--- src/rtl/divider_module.sv ---
// Sequential BCD fixed-point divider (XXX.X / XXX.X -> XXX.X) between KPN channel FIFOs.
// Restoring binary division of 10*dividend by divisor, then double-dabble back to BCD.
module divider_module (
    input  logic        clk,
    input  logic        reset,
    input  logic [15:0] entry_1,
    input  logic [15:0] entry_2,
    input  logic        empty_1,
    input  logic        empty_2,
    input  logic        full_out,
    output logic        rd,
    output logic        wr,
    output logic [15:0] output_1,
    output logic        overflow,
    output logic        div_zero,
    output logic        busy
);

    typedef enum logic [2:0] {
        S_IDLE,
        S_READ,
        S_CONVERT,
        S_DIVIDE,
        S_BCD,
        S_WRITE
    } state_t;

    state_t      state;
    state_t      state_next;

    logic [15:0] dvd_bcd;
    logic [15:0] dvs_bcd;
    logic [16:0] n_sh;
    logic [13:0] b_bin;
    logic [16:0] rem;
    logic [4:0]  cnt;
    logic [15:0] bcd;
    logic [13:0] bin_sh;

    function automatic logic [14:0] bcd_to_bin(input logic [15:0] d);
        return 15'(d[15:12]) * 15'd1000 + 15'(d[11:8]) * 15'd100
             + 15'(d[7:4]) * 15'd10 + 15'(d[3:0]);
    endfunction

    logic [14:0] dvd_bin;
    logic [14:0] dvs_bin;
    logic [16:0] n_init;
    logic [13:0] b_init;

    assign dvd_bin = bcd_to_bin(dvd_bcd);
    assign dvs_bin = bcd_to_bin(dvs_bcd);
    assign n_init  = 17'(dvd_bin) * 17'd10;
    assign b_init  = dvs_bin[13:0];

    // One restoring step: n_sh shifts the dividend out at the top and the quotient in at the bottom.
    logic [16:0] trial;
    logic        fits;
    logic [16:0] rem_next;
    logic [16:0] q_next;
    logic        q_too_big;

    assign trial     = {rem[15:0], n_sh[16]};
    assign fits      = trial >= {3'b000, b_bin};
    assign rem_next  = fits ? (trial - {3'b000, b_bin}) : trial;
    assign q_next    = {n_sh[15:0], fits};
    assign q_too_big = q_next > 17'd9999;

    function automatic logic [3:0] add3(input logic [3:0] n);
        return (n >= 4'd5) ? (n + 4'd3) : n;
    endfunction

    logic [15:0] bcd_corr;
    logic [15:0] dabble_bcd;
    logic [13:0] dabble_bin;

    assign bcd_corr   = {add3(bcd[15:12]), add3(bcd[11:8]), add3(bcd[7:4]), add3(bcd[3:0])};
    assign dabble_bcd = {bcd_corr[14:0], bin_sh[13]};
    assign dabble_bin = {bin_sh[12:0], 1'b0};

    always_ff @(posedge clk) begin
        if (reset) begin
            state <= S_IDLE;
        end else begin
            state <= state_next;
        end
    end

    always_comb begin
        state_next = state;
        case (state)
            S_IDLE:    if (!empty_1 && !empty_2) state_next = S_READ;
            S_READ:    state_next = S_CONVERT;
            S_CONVERT: state_next = (b_init == 14'd0) ? S_WRITE : S_DIVIDE;
            S_DIVIDE:  if (cnt == 5'd0) state_next = q_too_big ? S_WRITE : S_BCD;
            S_BCD:     if (cnt == 5'd0) state_next = S_WRITE;
            S_WRITE:   if (!full_out) state_next = S_IDLE;
            default:   state_next = S_IDLE;
        endcase
    end

    // rd pops both input heads and wr pushes output_1; each is a single-cycle strobe that
    // fires only when the FIFO status allows it, and an asserted reset suppresses both.
    always_comb begin
        rd   = (state == S_READ) && !reset;
        wr   = (state == S_WRITE) && !full_out && !reset;
        busy = (state != S_IDLE) && !reset;
    end

    always_ff @(posedge clk) begin
        if (reset) begin
            output_1 <= 16'h0000;
            overflow <= 1'b0;
            div_zero <= 1'b0;
            dvd_bcd  <= 16'h0000;
            dvs_bcd  <= 16'h0000;
            n_sh     <= 17'd0;
            b_bin    <= 14'd0;
            rem      <= 17'd0;
            cnt      <= 5'd0;
            bcd      <= 16'h0000;
            bin_sh   <= 14'd0;
        end else begin
            case (state)
                S_READ: begin
                    dvd_bcd <= entry_1;
                    dvs_bcd <= entry_2;
                end
                S_CONVERT: begin
                    n_sh  <= n_init;
                    b_bin <= b_init;
                    rem   <= 17'd0;
                    cnt   <= 5'd16;
                    if (b_init == 14'd0) begin
                        output_1 <= 16'h9999;
                        overflow <= 1'b0;
                        div_zero <= 1'b1;
                    end
                end
                S_DIVIDE: begin
                    rem  <= rem_next;
                    n_sh <= q_next;
                    if (cnt == 5'd0) begin
                        if (q_too_big) begin
                            output_1 <= 16'h9999;
                            overflow <= 1'b1;
                            div_zero <= 1'b0;
                        end else begin
                            bin_sh <= q_next[13:0];
                            bcd    <= 16'h0000;
                            cnt    <= 5'd13;
                        end
                    end else begin
                        cnt <= cnt - 5'd1;
                    end
                end
                S_BCD: begin
                    bcd    <= dabble_bcd;
                    bin_sh <= dabble_bin;
                    if (cnt == 5'd0) begin
                        output_1 <= dabble_bcd;
                        overflow <= 1'b0;
                        div_zero <= 1'b0;
                    end else begin
                        cnt <= cnt - 5'd1;
                    end
                end
                default: ;
            endcase
        end
    end

endmodule

--- config.mk ---
export PLATFORM = sky130hd
export DESIGN_NAME = divider_module
export DESIGN_NICKNAME = d
export VERILOG_FILES = /design/src/rtl/divider_module.sv
export SDC_FILE = /design/constraint.sdc
export NUM_CORES = 1
export LEC_CHECK = 0
export BUFFER_PORTS_ARGS = -buffer_cell sky130_fd_sc_hd__buf_2
export CAP_MARGIN = 40
export CORE_MARGIN = 10
export CORE_UTILIZATION = 50
export CTS_BUF_LIST = sky130_fd_sc_hd__clkbuf_8
export CTS_CLUSTER_DIAMETER = 200
export DETAILED_ROUTE_END_ITERATION = 8
export PLACE_DENSITY = 0.67
export SYNTH_ARGS = -nofsm -noshare
export SYNTH_HDL_FRONTEND = slang
export SYNTH_SLANG_ARGS = --single-unit
--- constraint.sdc ---
create_clock -name clk -period 11.15 [get_ports clk]
set_input_delay 2.23 -clock clk [delete_from_list [all_inputs] [get_ports clk]]
set_output_delay 2.23 -clock clk [all_outputs]
set_load 0.05 [all_outputs]
[Word-level counts from Yosys, hierarchy flattened]
Index checks and enable logic that the tools add are counted.
Word-level totals
  logic and storage cells: 109
  output and inout port bits: 21
  bits in registers: 135
Operators by class
  muxes and demuxes: 38
  equality and inequality tests: 14
  magnitude comparators: 6
  add/subtract/negate cells: 12
  reduce and logical (&&, ||, !) cells: 20
  multiply operators: 7
Operators with widths (count)
  two-way mux 16 bit: 7
  one-hot mux 16 bit (2 select lines): 2
  one-hot mux 16 bit (3 select lines): 1
  one-hot mux 17 bit (2 select lines): 1
  two-way mux 14 bit: 2
  one-hot mux 14 bit (2 select lines): 1
  multiplier 4 x 7 -> 11 bit, second input constant: 2
  multiplier 4 x 5 -> 9 bit, second input constant: 2
  two-way mux 3 bit: 6
  one-hot mux 3 bit (6 select lines): 1
  >= comparator 17 x 14 -> 1 bit: 1
  > comparator 17 x 14 -> 1 bit, second input constant: 1
  >= comparator 4 x 3 -> 1 bit, second input constant: 4
  multiplier 15 x 3 -> 16 bit, second input constant: 1
  inequality test 2 bit, second input constant: 8
  subtractor 16 x 14 -> 16 bit: 1
  adder 14 x 11 -> 15 bit: 1
  adder 15 x 4 -> 15 bit: 1
  adder 15 x 8 -> 15 bit: 1
  two-way mux 5 bit: 3
  one-hot mux 5 bit (3 select lines): 1
  adder 14 x 11 -> 14 bit: 1
  adder 14 x 4 -> 14 bit: 1
  adder 14 x 8 -> 14 bit: 1
  21 further kinds: 46

[Depth between registers and ports, before layout]
Gate-level depths: netlist of the first run.
  word-level depth: 7
  mapped depth: 25
  mapped depth without buffers: 25

[Worst setup path before layout of the first run]
OpenSTA, ideal clock, no wires.
  path kind: input port to output port
  from: input reset
  to: output wr
  cell stages on the path: 4
  buffers on the path: 3
  path slack: 4512 ps
  data arrival time: 4408 ps
  required time: 8920 ps
  path through: clkbuf_1 -> clkbuf_1 -> clkbuf_1 -> nor4b_1
Between the ends
  longest elaborated chain between the ends: 2
Ends and longest elaborated chain
  from (decl): line 5  | input logic reset,
  zero test 1 bit: line 105  | wr = (state == S_WRITE) && !full_out && !reset;
  logical AND 1 bit: line 105
  to (decl): line 12  | output logic wr,
Every way passes these cells.

[Final worst setup path of the first run]
  from: register dvd_bcd[13]
  to: register n_sh[16]
Between the ends
  longest elaborated chain between the ends: 6
Ends and longest elaborated chain
  from (decl): line 31  | logic [15:0] dvd_bcd;
  from (signal assigned): line 125  | dvd_bcd <= entry_1;
  multiplier 4 x 7 -> 11 bit: line 41  | return 15'(d[15:12]) * 15'd1000 + 15'(d[11:8]) * 15'd100
  adder 14 x 11 -> 15 bit: line 41
  adder 15 x 8 -> 15 bit: line 42  | + 15'(d[7:4]) * 15'd10 + 15'(d[3:0]);
  adder 15 x 4 -> 15 bit: line 42
  multiplier 15 x 3 -> 16 bit: line 52  | assign n_init = 17'(dvd_bin) * 17'd10;
  one-hot mux 17 bit (2 select lines): line 123  | case (state)
  to (signal assigned): line 129  | n_sh <= n_init;
  to (signal assigned): line 141  | n_sh <= q_next;
  to (decl): line 33  | logic [16:0] n_sh;
Every way passes these cells.
A chain may end at the register's enable or synchronous reset.

==> results of run 1 <==
cells in the mapped netlist (17+ instances only):
cell      count
ha_1        148
nor3_1       18
nor2b_1      24
o21ai_0      45
mux2i_1      23
a211oi_1     17
dfxtp_1     135
nor2_1       96
xor2_1       18
nand2b_1     17
fa_1         36
a21oi_1     121
a311oi_1     17
xnor2_1      40
nand2_1     167
inv_1       101
a21o_1       20
clkbuf_1     42
metal layers:
metal	wire, µm	vias up
met3	870	15
met1	10600	3832
met4	242	0
met5	0	-
li1	-	4340
met2	9940	117
cells by family (layout without fill, tap and decap cells):
group,count (synthesis),after routing,synth area share (%)
AO/OA/AOI/OAI,292,292,18.1
XOR/XNOR,58,58,4.93
adder cells (fa/ha/maj),184,184,25.0
buffers and inverters,153,201,5.66
flip-flops,135,135,26.2
multiplexers,33,33,3.44
AND/OR/NAND/NOR,381,381,16.7
path summary, 6_finish.rpt:
path	from	to	slack (ns)	cells after the start
hold reg to reg	b_bin[10]	b_bin[10]	0.46	2
setup reg to reg	dvd_bcd[13]	n_sh[16]	4.76	24
setup / recovery	dvd_bcd[13]	n_sh[16]	4.76	24
hold / removal	b_bin[10]	b_bin[10]	0.46	2
stage by stage:
step	power [mW]	std cells	hold WS, ns	area (µm²)
global placement	2.91	1518	0.444	10800
global route	3.79	1554	0.481	11300
CTS	3.44	1554	0.459	11300
finish	3.41	1554	0.456	11300
detailed placement	2.95	1522	0.448	10800
floorplan	2.49	1236	0.436	10300
area by class of cell:
type	instances	area, µm²	share of cell area, %
tap	270	338	3.00
clock inverter	12	161	1.43
clock buffer	20	275	2.44
multi-input combinational	948	7030	62.3
inverter	101	379	3.36
timing repair buffer	68	389	3.45
sequential	135	2700	24.0
power groups by stage:
stage | clock network [mW] | logic [mW] | registers, mW
after floorplan | 0 | 1.80 | 0.684
after global placement | 0 | 2.22 | 0.684
after detailed placement | 0 | 2.26 | 0.687
after CTS | 0.456 | 2.31 | 0.676
after global routing | 0.478 | 2.62 | 0.692
final | 0.448 | 2.29 | 0.676
state kept, by name, summed over array words and instances, names as in the netlist:
| name | cells |
|---|---|
| state | 3 |
| dvs_bcd | 16 |
| output_1 | 16 |
| overflow | 1 |
| rem | 16 |
| cnt | 5 |
| n_sh | 17 |
| bin_sh | 14 |
| div_zero | 1 |
| b_bin | 14 |
| dvd_bcd | 16 |
| bcd | 16 |
worst max-delay path, cell delays in order (launching register included):
cell and delay (ns):
dfxtp_1 0.38, fa_1 0.62, inv_1 0.10, fa_1 0.50
inv_1 0.04, ha_1 0.32, a21oi_1 0.26, xnor2_1 0.16
ha_1 0.25, ha_1 0.30, ha_1 0.35, a21oi_1 0.16
o21ai_0 0.17, a21o_1 0.22, a211oi_1 0.21, nor2_1 0.09
ha_1 0.30, ha_1 0.34, a21o_1 0.20, a2111o_1 0.30
a31o_2 0.23, a21oi_1 0.17, xnor2_1 0.15, nor4b_1 0.07
or3_1 0.39
==> impl_metrics.env, run 1 <==
export IMPL_mostFrequentLayoutCell="nand2_1"
export IMPL_die_y_um=164
export IMPL_crit_required_ns=11.50
export IMPL_status="completed"
export IMPL_syn_avg_cell_area_um2=8.34
export IMPL_grt_start_max_net_pins=82
export IMPL_dpl_worst_slack_ns=4.76
export IMPL_synth_seq_cells=135
export IMPL_slew_limit_headroom_pct=44.1
export IMPL_place_gp_congestion=0.805
export IMPL_pwr_share_clk_pct=13.1
export IMPL_drc_errors=0
export IMPL_grt_pass1_wl_mm=37.7
export IMPL_rsz0062_at_grt="no"
export IMPL_cts_root_buf="clkbuf_8"
export IMPL_finalCriticalPeriod_ns=6.39
export IMPL_vias_per_cell=5.34
export IMPL_cts_buffer_depth=2
export IMPL_antenna_found_initial=0
export IMPL_dp_hpwl_mm=16.3
export IMPL_fin_worst_skew_ns=0.0104
export IMPL_worst_pin_slew_ns=0.839
export IMPL_drt_iter0_markers=418
export IMPL_htree_levels=4
export IMPL_leakage_nw=5.18
export IMPL_wire_per_inst_um=13.9
export IMPL_clock_latency_ns=0.46
export IMPL_syn_area_mm2=0.0103
export IMPL_async_flop_share_pct=0
export IMPL_core_mm2=0.0202
export IMPL_yosysWarnings=0
export IMPL_cts_tree="built"
export IMPL_p_per_area_mw_per_mm2=303
export IMPL_drive_gt1_share_pct=9.66
export IMPL_startpoint_type="register"
export IMPL_fillers=1917
export IMPL_drtPass1Iterations=5
export IMPL_nNetsFinal=1492
export IMPL_synth_top_cell_by_area="dfxtp_1"
export IMPL_synth_top_area_share_pct=26.2
export IMPL_p_int_mw=1.80
export IMPL_power_switching_mw=1.61
export IMPL_critical_path_class="reg -> reg"
export IMPL_clk_pin_slew_worst_paths_ns=0.09
export IMPL_wl_mm=21.7
export IMPL_critPathCaptureType="register"
export IMPL_fp_dieW_um=164
export IMPL_grtUsageTotal_pct=16.6
export IMPL_synth_area_top_cells="dfxtp_1 (26%), ha_1 (18%), fa_1 (7.0%), nand2_1 (6.1%), a21oi_1 (5.9%)"
export IMPL_io_buffers=57
export IMPL_grt_use_met1_pct=21.6
export IMPL_die_area_mm2=0.0268
export IMPL_final_cell_mix="nand2_1 (167), ha_1 (148), dfxtp_1 (135)"
export IMPL_min_path_type="reg -> reg"
export IMPL_start_util_pct=50.9
export IMPL_cts_sinks=135
export IMPL_cts_hold_buffers=0
export IMPL_grtUsageMet3_pct=4.10
export IMPL_postCtsResizedCells=0
export IMPL_comb_power_share_pct=67.1
export IMPL_hold_viol_final=0
export IMPL_finalMaxSlewViolations=0
export IMPL_cp_max_fo=6
export IMPL_maxCapViolations=0
export IMPL_synth_edf_count=0
export IMPL_ant_nets=0
export IMPL_globalRoute_busiestLayer="met2"
export IMPL_grt_ovfl_total=0
export IMPL_first_global_vias=8182
export IMPL_seq_power_share_pct=19.8
export IMPL_syn2layout_area_growth_pct=9.39
export IMPL_antennaDiodeCount=0
export IMPL_ys_seq_area_share_pct=26.2
export IMPL_ir_drop_uv=181
export IMPL_num_vias=8304
export IMPL_cts_setup_buffers=0
export IMPL_worstPathArrival_ns=6.74
export IMPL_synthesis_instances=1236
export IMPL_met2_usage_pct=27.2
export IMPL_post_route_period_util_pct=57.3
export IMPL_fp_row_count=52
export IMPL_setup_viol=0
export IMPL_synth_fp_nets=1457
export IMPL_swShare_pct=47.3
export IMPL_fin_tns_setup_ns=0
export IMPL_utilization_pct=55.7
export IMPL_numCtsBuffers=17
export IMPL_finalWorstSetupSlack_ns=4.76
export IMPL_io_pins=58
export IMPL_yosys_most_used_dff="dfxtp_1"
export IMPL_ys_types=67
export IMPL_fmax_mhz=156
Note: power is estimated with default switching activity, not from simulation.
==> inputs of run 2 (changes only) <==
- ABC_AREA: unset -> 1
- PLACE_DENSITY: 0.67 -> 0.7
- clock period: 11.15 -> 5.8 ns (I/O delays scaled with it)
==> impl_metrics.env, run 2 <==
export IMPL_status="completed"
export IMPL_drtPass1Iterations=5
export IMPL_grtUsageTotal_pct=16.9
export IMPL_cts_root_buf="clkbuf_8"
export IMPL_drive_gt1_share_pct=9.33
export IMPL_hp_start="div_zero"
export IMPL_dpl_worst_slack_ns=0.0398
export IMPL_synth_area_top_cells="dfxtp_1 (25%), ha_1 (17%), nand2_1 (10%), inv_1 (7.9%), a21oi_1 (7.3%)"
export IMPL_r2r_start="dvd_bcd[15]"
export IMPL_clock_latency_ns=0.47
export IMPL_crit_required_ns=6.14
export IMPL_worst_path_max_delay_cell="fa_1"
export IMPL_rr_endpoint="n_sh[16]"
export IMPL_place_gp_congestion=0.901
export IMPL_grtUsageMet3_pct=2.33
export IMPL_io_pins=58
export IMPL_setup_viol=0
export IMPL_worstHoldPathCells=2
export IMPL_yosysWarnings=0
export IMPL_grt_start_max_net_pins=71
export IMPL_synth_top_area_share_pct=25.0
export IMPL_cpPeakStageDelay_ns=0.60
export IMPL_htree_levels=4
export IMPL_cts_tree="built"
export IMPL_wire_per_inst_um=12.8
export IMPL_post_route_period_util_pct=93.7
export IMPL_syn_area_mm2=0.0108
export IMPL_regArea_mm2=0.00270
export IMPL_cp_num_buf_inv=5
export IMPL_first_global_vias=9106
export IMPL_finalWorstSetupSlack_ns=0.365
export IMPL_core_mm2=0.0212
export IMPL_finalCriticalPeriod_ns=5.44
export IMPL_met2_usage_pct=28.9
export IMPL_fp_row_count=53
export IMPL_die_area_mm2=0.0279
export IMPL_maxCapViolations=0
export IMPL_antenna_found_initial=0
export IMPL_multi_input_area_mm2=0.00712
export IMPL_r2r_cells=30
export IMPL_min_path_type="reg -> reg"
export IMPL_wl_mm=23.4
export IMPL_fmax_mhz=184
export IMPL_die_y_um=167
export IMPL_grt_pass1_wl_mm=41.2
export IMPL_io_buffers=57
export IMPL_path_common_cell="nand2_1"
export IMPL_path_delay_family="adder cells"
export IMPL_synth_seq_cells=135
export IMPL_synth_edf_count=0
export IMPL_cts_buffer_depth=2
export IMPL_yosys_most_used_dff="dfxtp_1"
export IMPL_clk_pin_slew_worst_paths_ns=0.10
export IMPL_fp_dieW_um=167
export IMPL_async_flop_share_pct=0
export IMPL_fin_worst_skew_ns=0.0210
export IMPL_startpoint_type="register"
export IMPL_num_vias=9447
export IMPL_largest_register_ffs=17
export IMPL_numCtsBuffers=17
export IMPL_antennaDiodeCount=0
export IMPL_slew_limit_headroom_pct=46.7
export IMPL_vias_per_cell=5.17
export IMPL_grt_use_met1_pct=21.7
export IMPL_ant_nets=0
export IMPL_min_to="div_zero"
export IMPL_mostFrequentLayoutCell="nand2_1"
export IMPL_synth_top_cell_by_area="dfxtp_1"
export IMPL_cts_hold_buffers=0
export IMPL_finalMaxSlewViolations=0
export IMPL_synth_fp_nets=1721
export IMPL_r2r_setup_slack_ns=0.36
export IMPL_worst_pin_slew_ns=0.799
export IMPL_drt_iter0_markers=520
export IMPL_worstPathArrival_ns=5.77
export IMPL_dp_hpwl_mm=17.6
export IMPL_globalRoute_busiestLayer="met2"
export IMPL_final_cell_mix="nand2_1 (301), inv_1 (227), a21oi_1 (155)"
export IMPL_cts_sinks=135
export IMPL_drc_errors=0
export IMPL_critPathCaptureType="register"
export IMPL_hold_viol_final=0
export IMPL_cp_max_fo=4
export IMPL_ys_seq_area_share_pct=25.0
export IMPL_grt_ovfl_total=0
export IMPL_yosysMostFrequentCell="nand2_1"
export IMPL_synthesis_instances=1500
export IMPL_critical_path_class="reg -> reg"
export IMPL_synth_top_cells_by_count="nand2_1 (301), inv_1 (228), a21oi_1 (158), ha_1 (148), dfxtp_1 (135)"
export IMPL_nNetsFinal=1762
export IMPL_whs_ns=0.460
export IMPL_syn_avg_cell_area_um2=7.21
export IMPL_syn2layout_area_growth_pct=10.0
export IMPL_fillers=2007
export IMPL_start_util_pct=51.1
export IMPL_ys_types=43
export IMPL_max_flop_register="n_sh"
[run 2: worst register-to-register path, delay by kind of cell, from the launching register on]
kind / cells / cell delay [ns]
and+or+nand+nor: 10 / 1.04
adders and majority gates: 8 / 2.72
DFF: 1 / 0.33
xor gates and xnor gates: 1 / 0.15
AOI/OAI and AO/OA: 6 / 0.78
buffers and inverters: 5 / 0.29
[run 2: worst max path at each step]
stage,start,cells after the start,to,slack (ns)
final,dvd_bcd[15],30,n_sh[16],0.36
after global routing,dvd_bcd[15],29,n_sh[16],-0.004
after CTS,dvd_bcd[13],30,n_sh[16],0.04
after detailed placement,dvd_bcd[13],30,n_sh[16],0.04
after global placement,dvd_bcd[13],30,n_sh[16],0.17
after floorplan,dvd_bcd[13],30,n_sh[16],0.32
[run 2: kinds of logic (layout without fill, tap and decap cells)]
family,Yosys count,after routing,synth area share [%]
simple gates,533,533,21.1
compound gates,324,324,16.4
buf+inv,282,336,10.3
fa+ha+maj,184,184,23.8
flops,135,135,25.0
xor+xnor,42,42,3.40
[run 2: layout make-up]
class,instances,share of cell area [%]
multi-input combinational,1083,59.8
timing repair buffer,72,3.51
clock inverter,15,1.71
sequential,135,22.7
clock buffer,17,1.97
tap,275,2.89
inverter,232,7.34
[run 2: repair_timing]
action,CTS,global route
buffers inserted,0,4
hold endpoints to repair,0,0
endpoints found under the setup margin,0,3
gates resized for setup,0,17
[run 2: layer usage]
metal	part of all wire [%]	up-vias
li1	-	5001
met1	49	4340
met2	47	85
met3	2.2	21
met4	1.2	0
met5	0	-
[run 2: per-stage QoR]
step,cell area (µm²),setup TNS (ns),cells,utilization (%)
4_1_cts,11700,0,1825,55.5
5_1_grt,11900,-0.00419,1829,56.2
3_3_place_gp,11300,0,1792,53.3
2_1_floorplan,10800,0,1500,-
3_5_place_dp,11300,0,1793,53.4
6_report,11900,0,1829,56.2
Power of run 2 is left out: the tool's default activity adds up to more than one toggle a clock period on the data nets, which glitch-free logic cannot reach.
==> inputs of run 3 (changes only) <==
- BUFFER_PORTS_ARGS: -buffer_cell sky130_fd_sc_hd__buf_2 -> -buffer_cell sky130_fd_sc_hd__buf_4
- CORE_UTILIZATION: 50 -> 58
- PLACE_DENSITY: 0.7 -> 0.79
==> impl_metrics.env, run 3 (synthesized netlist as in run 2, its figures left out) <==
export IMPL_vias_per_cell=5.43
export IMPL_min_path_type="reg -> reg"
export IMPL_grt_ovfl_total=0
export IMPL_die_area_mm2=0.0245
export IMPL_cp_max_fo=4
export IMPL_critPathCaptureType="register"
export IMPL_max_flop_register="n_sh"
export IMPL_status="completed"
export IMPL_mostFrequentLayoutCell="nand2_1"
export IMPL_worst_path_max_delay_cell="fa_1"
export IMPL_place_gp_congestion=0.931
export IMPL_maxCapViolations=0
export IMPL_grtUsageTotal_pct=20.0
export IMPL_final_cell_mix="nand2_1 (301), inv_1 (229), a21oi_1 (156)"
export IMPL_io_pins=58
export IMPL_cts_tree="built"
export IMPL_hold_viol_final=0
export IMPL_grt_pass1_wl_mm=41.6
export IMPL_fp_row_count=49
export IMPL_startpoint_type="register"
export IMPL_cpPeakStageDelay_ns=0.58
export IMPL_drc_errors=0
export IMPL_nNetsFinal=1761
export IMPL_worstPathArrival_ns=5.76
export IMPL_worstHoldPathCells=2
export IMPL_numCtsBuffers=17
export IMPL_cts_root_buf="clkbuf_8"
export IMPL_dpl_instance_area_mm2=0.0114
export IMPL_core_mm2=0.0181
export IMPL_setup_viol=0
export IMPL_num_vias=9685
export IMPL_cp_num_buf_inv=5
export IMPL_fp_dieW_um=157
export IMPL_fin_worst_skew_ns=0.0193
export IMPL_hp_start="div_zero"
export IMPL_wl_mm=24.1
export IMPL_wire_per_inst_um=13.5
export IMPL_grt_start_max_net_pins=76
export IMPL_largest_register_ffs=17
export IMPL_critical_path_class="reg -> reg"
export IMPL_die_y_um=157
export IMPL_path_common_cell="nand2_1"
export IMPL_crit_required_ns=6.10
export IMPL_fmax_mhz=183
export IMPL_cts_sinks=135
export IMPL_antennaDiodeCount=0
export IMPL_cts_buffer_depth=2
export IMPL_htree_levels=4
export IMPL_r2r_cells=30
export IMPL_drtPass1Iterations=5
export IMPL_path_delay_family="adder cells"
export IMPL_min_to="div_zero"
export IMPL_ant_nets=0
export IMPL_r2r_start="dvd_bcd[13]"
export IMPL_drt_iter0_markers=589
export IMPL_slew_limit_headroom_pct=42.7
export IMPL_first_global_vias=9304
export IMPL_final_cell_area_mm2=0.0119
export IMPL_clk_pin_slew_worst_paths_ns=0.09
export IMPL_drive_gt1_share_pct=9.21
export IMPL_syn2layout_area_growth_pct=10.5
export IMPL_antenna_found_initial=0
export IMPL_finalMaxSlewViolations=0
export IMPL_r2r_setup_slack_ns=0.33
export IMPL_start_util_pct=59.6
export IMPL_utilization_pct=65.8
export IMPL_post_route_period_util_pct=94.2
export IMPL_io_buffers=57
export IMPL_dp_hpwl_mm=18.0
export IMPL_clock_latency_ns=0.45
export IMPL_rr_endpoint="n_sh[16]"
export IMPL_worst_pin_slew_ns=0.859
export IMPL_finalCriticalPeriod_ns=5.47
run 3: changes by cell type in the layout (fill, tap and decap cells not counted), sizes merged:
cell    delta
buf        -1
inv        -3
clkbuf     +3
run 3: area by class of cell:
| type | count | area [µm²] |
|---|---|---|
| Sequential cell | 135 | 2700 |
| Fill cell | 1577 | 6200 |
| Multi-Input combinational cell | 1083 | 7120 |
| Timing Repair Buffer | 71 | 561 |
| Inverter | 232 | 873 |
| Clock inverter | 12 | 126 |
| Tap cell | 229 | 287 |
| Clock buffer | 20 | 275 |
run 3: per-stage QoR:
stage / setup slack, ns / std cells / hold slack [ns] / setup TNS [ns]
after floorplan: 0.319 / 1500 / 0.428 / 0
after global placement: 0.177 / 1744 / 0.439 / 0
after detailed placement: -0.0293 / 1746 / 0.442 / -0.0391
after CTS: 0.0343 / 1779 / 0.459 / 0
after global routing: -0.0361 / 1782 / 0.482 / -0.0361
final: 0.334 / 1782 / 0.455 / 0
run 3: layer usage:
metal | track usage [%] | vias up | share of wire, %
li1 | - | 4980 | -
met1 | 24.8 | 4501 | 47
met2 | 35.2 | 177 | 49
met3 | 3.07 | 27 | 3.4
met4 | 5.30 | 0 | 1.3
met5 | 0 | - | 0
run 3: how the worst max path moves through the flow:
stage                     start       end  slack (ns)  cells after the start
floorplan           dvd_bcd[13]  n_sh[16]        0.32                     30
global placement    dvd_bcd[13]  n_sh[16]        0.18                     30
detailed placement  dvd_bcd[13]  n_sh[15]       -0.03                     28
CTS                 dvd_bcd[15]  n_sh[16]        0.03                     29
global route        dvd_bcd[13]  n_sh[16]       -0.04                     30
finish              dvd_bcd[13]  n_sh[16]        0.33                     30
run 3: worst min-delay path: cells and delay by family, from the launching register on:
kind | cells | cell delay [ns]
flip-flops | 1 | 0.32
buffers and inverters | 1 | 0.04
AO/OA/AOI/OAI | 1 | 0.06
run 3: timing repair:
action | CTS | global route
endpoints found under the setup margin | 2 | 3
hold buffers | 0 | 0
resized for setup | 1 | 18
buffers inserted | 1 | 3
pin swaps | 2 | 9
Power of run 3 is left out for the same reason.
